[src/rtl/alu_pkg.sv]
// Shared ALU definitions: function codes, flag bit positions and the flag vector type.
package alu_pkg;

    localparam logic [3:0] FC_AND  = 4'd0;
    localparam logic [3:0] FC_OR   = 4'd1;
    localparam logic [3:0] FC_ADD  = 4'd2;
    localparam logic [3:0] FC_ZERO = 4'd3;
    localparam logic [3:0] FC_ANDN = 4'd4;
    localparam logic [3:0] FC_ORN  = 4'd5;
    localparam logic [3:0] FC_SUB  = 4'd6;
    localparam logic [3:0] FC_SLT  = 4'd7;

    localparam int unsigned FLAG_Z   = 0;
    localparam int unsigned FLAG_N   = 1;
    localparam int unsigned FLAG_C   = 2;
    localparam int unsigned FLAG_ERR = 3;

    typedef logic [3:0] alu_flags_t;

endpackage

[src/rtl/alu_flag_gen.sv]
// Combinational flag derivation for one ALU result: {err, c, n, z}.
module alu_flag_gen
    import alu_pkg::*;
#(
    parameter int unsigned NBIT = 32
) (
    input  logic [NBIT-1:0] i_alu_data,
    input  logic            i_alu_cout,
    input  logic [3:0]      i_fc,
    output alu_flags_t      o_flags
);

    // Carry is only meaningful for ADD; codes with bit 3 set are undefined ALU ops.
    always_comb begin
        o_flags           = '0;
        o_flags[FLAG_Z]   = (i_alu_data == '0);
        o_flags[FLAG_N]   = i_alu_data[NBIT-1];
        o_flags[FLAG_C]   = (i_fc == FC_ADD) ? i_alu_cout : 1'b0;
        o_flags[FLAG_ERR] = i_fc[3];
    end

endmodule

[src/rtl/alu_result_buf.sv]
// Registered ALU result stage with a 2-entry skid buffer (head + skid register).
// Optional statistics counters are built when ALU_RES_STAT_EN is defined.
module alu_result_buf
    import alu_pkg::*;
#(
    parameter int unsigned NBIT = 32
) (
    input  logic            i_clk,
    input  logic            i_rstn,
    input  logic            i_valid,
    output logic            o_ready,
    input  logic [NBIT-1:0] i_alu_data,
    input  logic            i_alu_cout,
    input  logic [3:0]      i_fc,
    output logic            o_valid,
    input  logic            i_ready,
    output logic [NBIT-1:0] o_data,
    output logic [3:0]      o_flags
`ifdef ALU_RES_STAT_EN
    ,
    output logic [15:0]     o_cnt_acc,
    output logic [15:0]     o_cnt_zero
`endif
);

    logic [1:0]      count_q, count_d;
    logic [NBIT-1:0] head_data_q, head_data_d;
    logic [NBIT-1:0] skid_data_q, skid_data_d;
    alu_flags_t      head_flags_q, head_flags_d;
    alu_flags_t      skid_flags_q, skid_flags_d;
    alu_flags_t      in_flags;
    logic            push, pop;

    alu_flag_gen #(
        .NBIT (NBIT)
    ) u_flag_gen (
        .i_alu_data (i_alu_data),
        .i_alu_cout (i_alu_cout),
        .i_fc       (i_fc),
        .o_flags    (in_flags)
    );

    // Ready depends only on registered occupancy and reset, never on i_ready.
    assign o_ready = (count_q != 2'd2) && i_rstn;
    assign o_valid = (count_q != 2'd0);
    assign push    = i_valid && o_ready;
    assign pop     = o_valid && i_ready && i_rstn;

    // Next-state for occupancy and the two storage registers.
    always_comb begin
        count_d      = count_q;
        head_data_d  = head_data_q;
        head_flags_d = head_flags_q;
        skid_data_d  = skid_data_q;
        skid_flags_d = skid_flags_q;
        case (count_q)
            2'd0: begin
                if (push) begin
                    head_data_d  = i_alu_data;
                    head_flags_d = in_flags;
                    count_d      = 2'd1;
                end
            end
            2'd1: begin
                if (push && pop) begin
                    head_data_d  = i_alu_data;
                    head_flags_d = in_flags;
                end else if (push) begin
                    skid_data_d  = i_alu_data;
                    skid_flags_d = in_flags;
                    count_d      = 2'd2;
                end else if (pop) begin
                    count_d      = 2'd0;
                end
            end
            2'd2: begin
                if (pop) begin
                    head_data_d  = skid_data_q;
                    head_flags_d = skid_flags_q;
                    count_d      = 2'd1;
                end
            end
            default: count_d = 2'd0;
        endcase
    end

    // Storage registers with synchronous active-low reset.
    always_ff @(posedge i_clk) begin
        if (!i_rstn) begin
            count_q      <= 2'd0;
            head_data_q  <= '0;
            head_flags_q <= '0;
            skid_data_q  <= '0;
            skid_flags_q <= '0;
        end else begin
            count_q      <= count_d;
            head_data_q  <= head_data_d;
            head_flags_q <= head_flags_d;
            skid_data_q  <= skid_data_d;
            skid_flags_q <= skid_flags_d;
        end
    end

    assign o_data  = head_data_q;
    assign o_flags = head_flags_q;

`ifdef ALU_RES_STAT_EN
    logic [15:0] cnt_acc_q, cnt_zero_q;

    // Accepted and zero-result counters; both wrap naturally at 16 bits.
    always_ff @(posedge i_clk) begin
        if (!i_rstn) begin
            cnt_acc_q  <= '0;
            cnt_zero_q <= '0;
        end else if (push) begin
            cnt_acc_q  <= cnt_acc_q + 16'd1;
            cnt_zero_q <= cnt_zero_q + {15'd0, in_flags[FLAG_Z]};
        end
    end

    assign o_cnt_acc  = cnt_acc_q;
    assign o_cnt_zero = cnt_zero_q;
`endif

endmodule

[config.mk]
export PLATFORM = sky130hd
export DESIGN_NAME = alu_result_buf
export DESIGN_NICKNAME = d
export VERILOG_FILES = /design/src/rtl/alu_pkg.sv /design/src/rtl/alu_flag_gen.sv /design/src/rtl/alu_result_buf.sv
export SDC_FILE = /design/constraint.sdc
export NUM_CORES = 1
export LEC_CHECK = 0
export ABC_AREA = 1
export ABC_CLOCK_PERIOD_IN_PS = 1590
export BUFFER_PORTS_ARGS = -buffer_cell sky130_fd_sc_hd__buf_2
export CORE_ASPECT_RATIO = 0.75
export CORE_UTILIZATION = 45
export CTS_CLUSTER_SIZE = 8
export DETAILED_ROUTE_END_ITERATION = 8
export PLACE_DENSITY_LB_ADDON = 0.3
export SYNTH_ARGS = -nofsm -noshare
export SYNTH_HDL_FRONTEND = slang
export SYNTH_SLANG_ARGS = --single-unit
export TNS_END_PERCENT = 50
[constraint.sdc]
create_clock -name i_clk -period 1.59 [get_ports i_clk]
set_input_delay 0.477 -clock i_clk [delete_from_list [all_inputs] [get_ports i_clk]]
set_output_delay 0.477 -clock i_clk [all_outputs]
set_load 0.02 [all_outputs]
==> Word level (Yosys, flattened, before mapping) <==
Cells that the tools add are included.
{ "op_classes": {"reduce_logical": 12, "bitwise_logic": 1, "n_eq_ne": 9, "mux": 15} }
{ "ops": {"columns": ["op", "n"], "rows": [
  ["32-bit 2-to-1 mux", 3],
  ["32-bit one-hot mux with 3 select lines", 1],
  ["32-bit zero test", 1],
  ["4-bit 2-to-1 mux", 3],
  ["4-bit one-hot mux with 3 select lines", 1],
  ["2-bit 2-to-1 mux", 5],
  ["2-bit inequality test (second input constant)", 5],
  ["4-bit AND reduction", 2],
  ["2-bit one-hot mux with 3 select lines", 1],
  ["1-bit logical AND", 5],
  ["4-bit by 2-bit equality test with 1-bit output (second input constant)", 1],
  ["3-bit inequality test (second input constant)", 1],
  ["3-bit AND reduction", 1],
  ["3-bit nonzero test", 1],
  ["2-bit by 1-bit equality test with 1-bit output (second input constant)", 1],
  ["2-bit equality test (second input constant)", 1],
  ["2-bit zero test", 1],
  ["2-bit nonzero test", 1],
  ["1-bit 2-to-1 mux", 1],
  ["1-bit NOT", 1]
]} }
{ "word_totals": {"output_inout_bits": 38, "elab_cells": 42, "inputBits": 41, "reg_bits": 74} }

==> Longest topological paths before layout <==
{ "logic_depth": {"ltp_word": 7, "mapped_depth": 10, "ltp_nobuf": 8} }

==> Hierarchy <==
A second synthesis with hierarchy kept.
{ "unflattened": {"cells_unflattened": 567, "hier_area_um2": 3636.0} }
{ "by_module_without_submodules": {"columns": ["mod", "area_each_um2", "instances", "cells_per_inst"], "rows": [
  ["alu_result_buf", 3489.6, 1, 531],
  ["alu_flag_gen", 146.4, 1, 36]
]} }

==> Worst setup path after synthesis <==
No wires, ideal clock.
{ "synth_timing": {"path_kind": "input-to-output", "start": "in i_rstn", "end": "out o_ready", "slack_ns": -0.111, "t_arrival_ns": 1.224, "path_stages": 4, "cell_sequence": "buf_4 > buf_1 > inv_1 > nor2_1"} }
{ "synth_via": {"elab_chain_cells": 1} }
{ "synth_rtl": {"columns": ["element", "line", "text"], "rows": [
  ["start: declaration", "alu_result_buf.sv:9", "input logic i_rstn,"],
  ["1-bit logical AND", "alu_result_buf.sv:44", "assign o_ready = (count_q != 2'd2) && i_rstn;"],
  ["end: declaration", "alu_result_buf.sv:11", "output logic o_ready,"]
]} }
Every way passes these cells.

==> Worst setup path after layout <==
{ "layout_timing": {"start": "reg count_q[0]", "end": "out o_ready"} }
{ "layout_via": {"elab_chain_cells": 2} }
{ "layout_rtl": {"columns": ["element", "line", "text"], "rows": [
  ["start: declaration", "alu_result_buf.sv:26", "logic [1:0] count_q, count_d;"],
  ["start signal: assignment", "alu_result_buf.sv:96", "count_q <= count_d;"],
  ["2-bit inequality test", "alu_result_buf.sv:44", null],
  ["1-bit logical AND", "alu_result_buf.sv:44", null]
]} }
Every way passes these cells.

==> results.txt <==
fmax - 0.634 GHz
largest net degree at the start of global routing - 70
CP required - 1110 ps
R2R depth - 9
Rows - 25
drt total wl - 7230 um
num ports - 79
Synth Cell Area - 0.00307 mm2
total clock buffers created by CTS - 9
CP bufs+invs - 3
Top Family by Delay on Critical Path - flip-flops
clock slew at reported path FFs - 70 ps
hold_ws - 409 ps
DIE WIDTH - 97.4 um
Worst EP arrival - 1100 ps
Routed Antenna Nets - 0
worst-case clock buffer depth - 2
FF+latch count, synth - 72
slowest stage delay, CP - 360 ps
hold path cells - 3
leading cell types in the layout, fill and taps excluded - nor2_1 (100), buf_2 (77), dfxtp_1 (70), o21ai_0 (65), nand2_1 (53)
Worst path depth - 5
vias in the first global route - 2553
Pleak - 0.00175 uW
CTS Root Cell - clkbuf_8
min-delay src - i_fc[3]
First-pass DRT Iterations - 4
H-tree depth - 3
first-pass GRT wire length - 11700 um
die area - 0.00717 mm2
final worst path period need - 1580 ps
vias post-DR - 2976
reg-to-reg slack, setup - 40 ps
r2r startpoint - count_q[0]$_SDFFE_PN0P_
Post-Route Skew - 5.00 ps
synth-to-layout area growth - 23.8%
slowest stage cell, crit path - dfxtp_2
Hold Path Class - input port to flip-flop
Syn Area/Cell - 6.94 um2
Synth area leader - dfxtp_1
Tot Pwr - 4570 uW
top post-synthesis cells by area - dfxtp_1 (47%), nor2_1 (13%), o21ai_0 (11%)
Unique masters post-synth - 21
Total GRT Usage - 0.210
FILL cells - 612
Clk Latency, worst-skew pair - 340 ps
Least-Margin Pin Slew - 558 ps
top-area cell type share of the netlist area - 0.469
CP max FO - 3
grt total ovfl - 0
power density over cell area - 1200 mW/mm2
CP Cell Sequence - inv_2 > nand2_4 > inv_1 > nor2_4 > buf_6
Post-Place Cell Area - 0.00355 mm2
DPL Wire Length - 5030 um
Mapped Nets - 484
number of I/O port buffers - 78
most common cell after layout, fill and taps aside - nor2_1
CP Launch Type - flip-flop
sequential share of the synthesized area - 0.469
maximum vdd drop - 0.000651 V
share of layout cells above drive strength 1 - 0.231
Core Box Area - 0.00644 mm2
RSZ-0062 raised after global routing - true
DRC viols - 0
antenna fix cells - 0
yosys warns - 0
Initial DRC Count - 149
gp weighted congestion - 0.937
Layout Nets - 560
# setup viols final - 0
CTS sink cnt - 72
pins over their slew limit - 0
antenna violations before repair - 0
Hold Fails Final Rpt - 0
CTS tree - done
via/cell ratio - 4.92
Relative slew margins - 0.628
CP Launch Point - count_q[0]$_SDFFE_PN0P_
Finished Cell Area - 0.00381 mm2
height of the die - 73.6 um
R2R Path End - o_data[4]$_SDFFE_PN0P_
# hold bufs at CTS - 0
max-cap viol count - 0
outcome - completed
Crit Path Category - flip-flop to output pin
Tcrit/Tclk final - 0.991
post-DR wirelength/cell - 11.9 um
Cells after Synth - 443
CP Capture Type - output pin
hold path endpoint - skid_flags_q[3]$_SDFFE_PN0P_
Initial Util - 0.477
cells in the mapped netlist, drive strengths merged:
library cell,instances
a21oi,33
buf,12
clkbuf,17
clkinv,1
dfxtp,72
inv,40
nand2,55
nand3,7
nor2,104
nor3,1
o21ai,101
power by group:
group / internal (uW) / switching (uW) / total [uW]
combinational: 389 / 658 / 1050
clock: 807 / 647 / 1450
sequential: 1990 / 84.1 / 2070
metal layers:
metal | global-route usage | wire length [um]
met1 | 0.274 | 3450
met2 | 0.333 | 3210
met3 | 0.0723 | 497
met4 | 0.0572 | 67
met5 | 0 | 0
state kept, by name (all words and copies together) (netlist names):
signal,cells
skid_data_q,31
o_flags,4
o_data,31
skid_flags_q,4
count_q,2
per-stage QoR:
step                TNS (ps)  worst slack (ps)   util  cells
detailed placement     -1210             -68.9  0.551    585
floorplan                  0              47.1      -    443
CTS                        0              7.70  0.587    604
global placement           0              27.3  0.551    585
global route            -346             -46.6  0.591    605
finish                     0              13.6  0.591    605
worst max-delay path by stage:
| stage | endpoint |
|---|---|
| floorplan | o_data[29]$_SDFFE_PN0P_ |
| global placement | o_data[14]$_SDFFE_PN0P_ |
| detailed placement | o_data[29]$_SDFFE_PN0P_ |
| CTS | o_ready |
| global route | o_ready |
| finish | o_ready |
area by class of cell:
type / instances / area [um2] / share of cell area
clock buffer: 13 / 159 / 0.0417
inverter: 41 / 155 / 0.0408
multi-input combinational: 301 / 1350 / 0.355
timing repair buffer: 94 / 554 / 0.146
tap: 81 / 101 / 0.0266
sequential: 72 / 1440 / 0.379
clock inverter: 3 / 40.0 / 0.0105
timing repair:
item / CTS / global route
pin swaps: 1 / 2
buffers inserted: 3 / 2
setup endpoints to repair: 2 / 57
resized for setup: 4 / 8
tightest hold or removal path: cells and delay by family:
kind	cells	cell delay, ps
AND/OR/NAND/NOR	2	140
buffers and inverters	1	100
cells by family (layout without fill, tap and decap cells):
logic type | after synthesis | count (layout) | synth area share
DFF | 72 | 72 | 0.469
AOI/OAI and AO/OA | 134 | 134 | 0.221
buffers and inverters | 70 | 151 | 0.0985
and+or+nand+nor | 167 | 167 | 0.212
(Power assumes the default switching activity.)
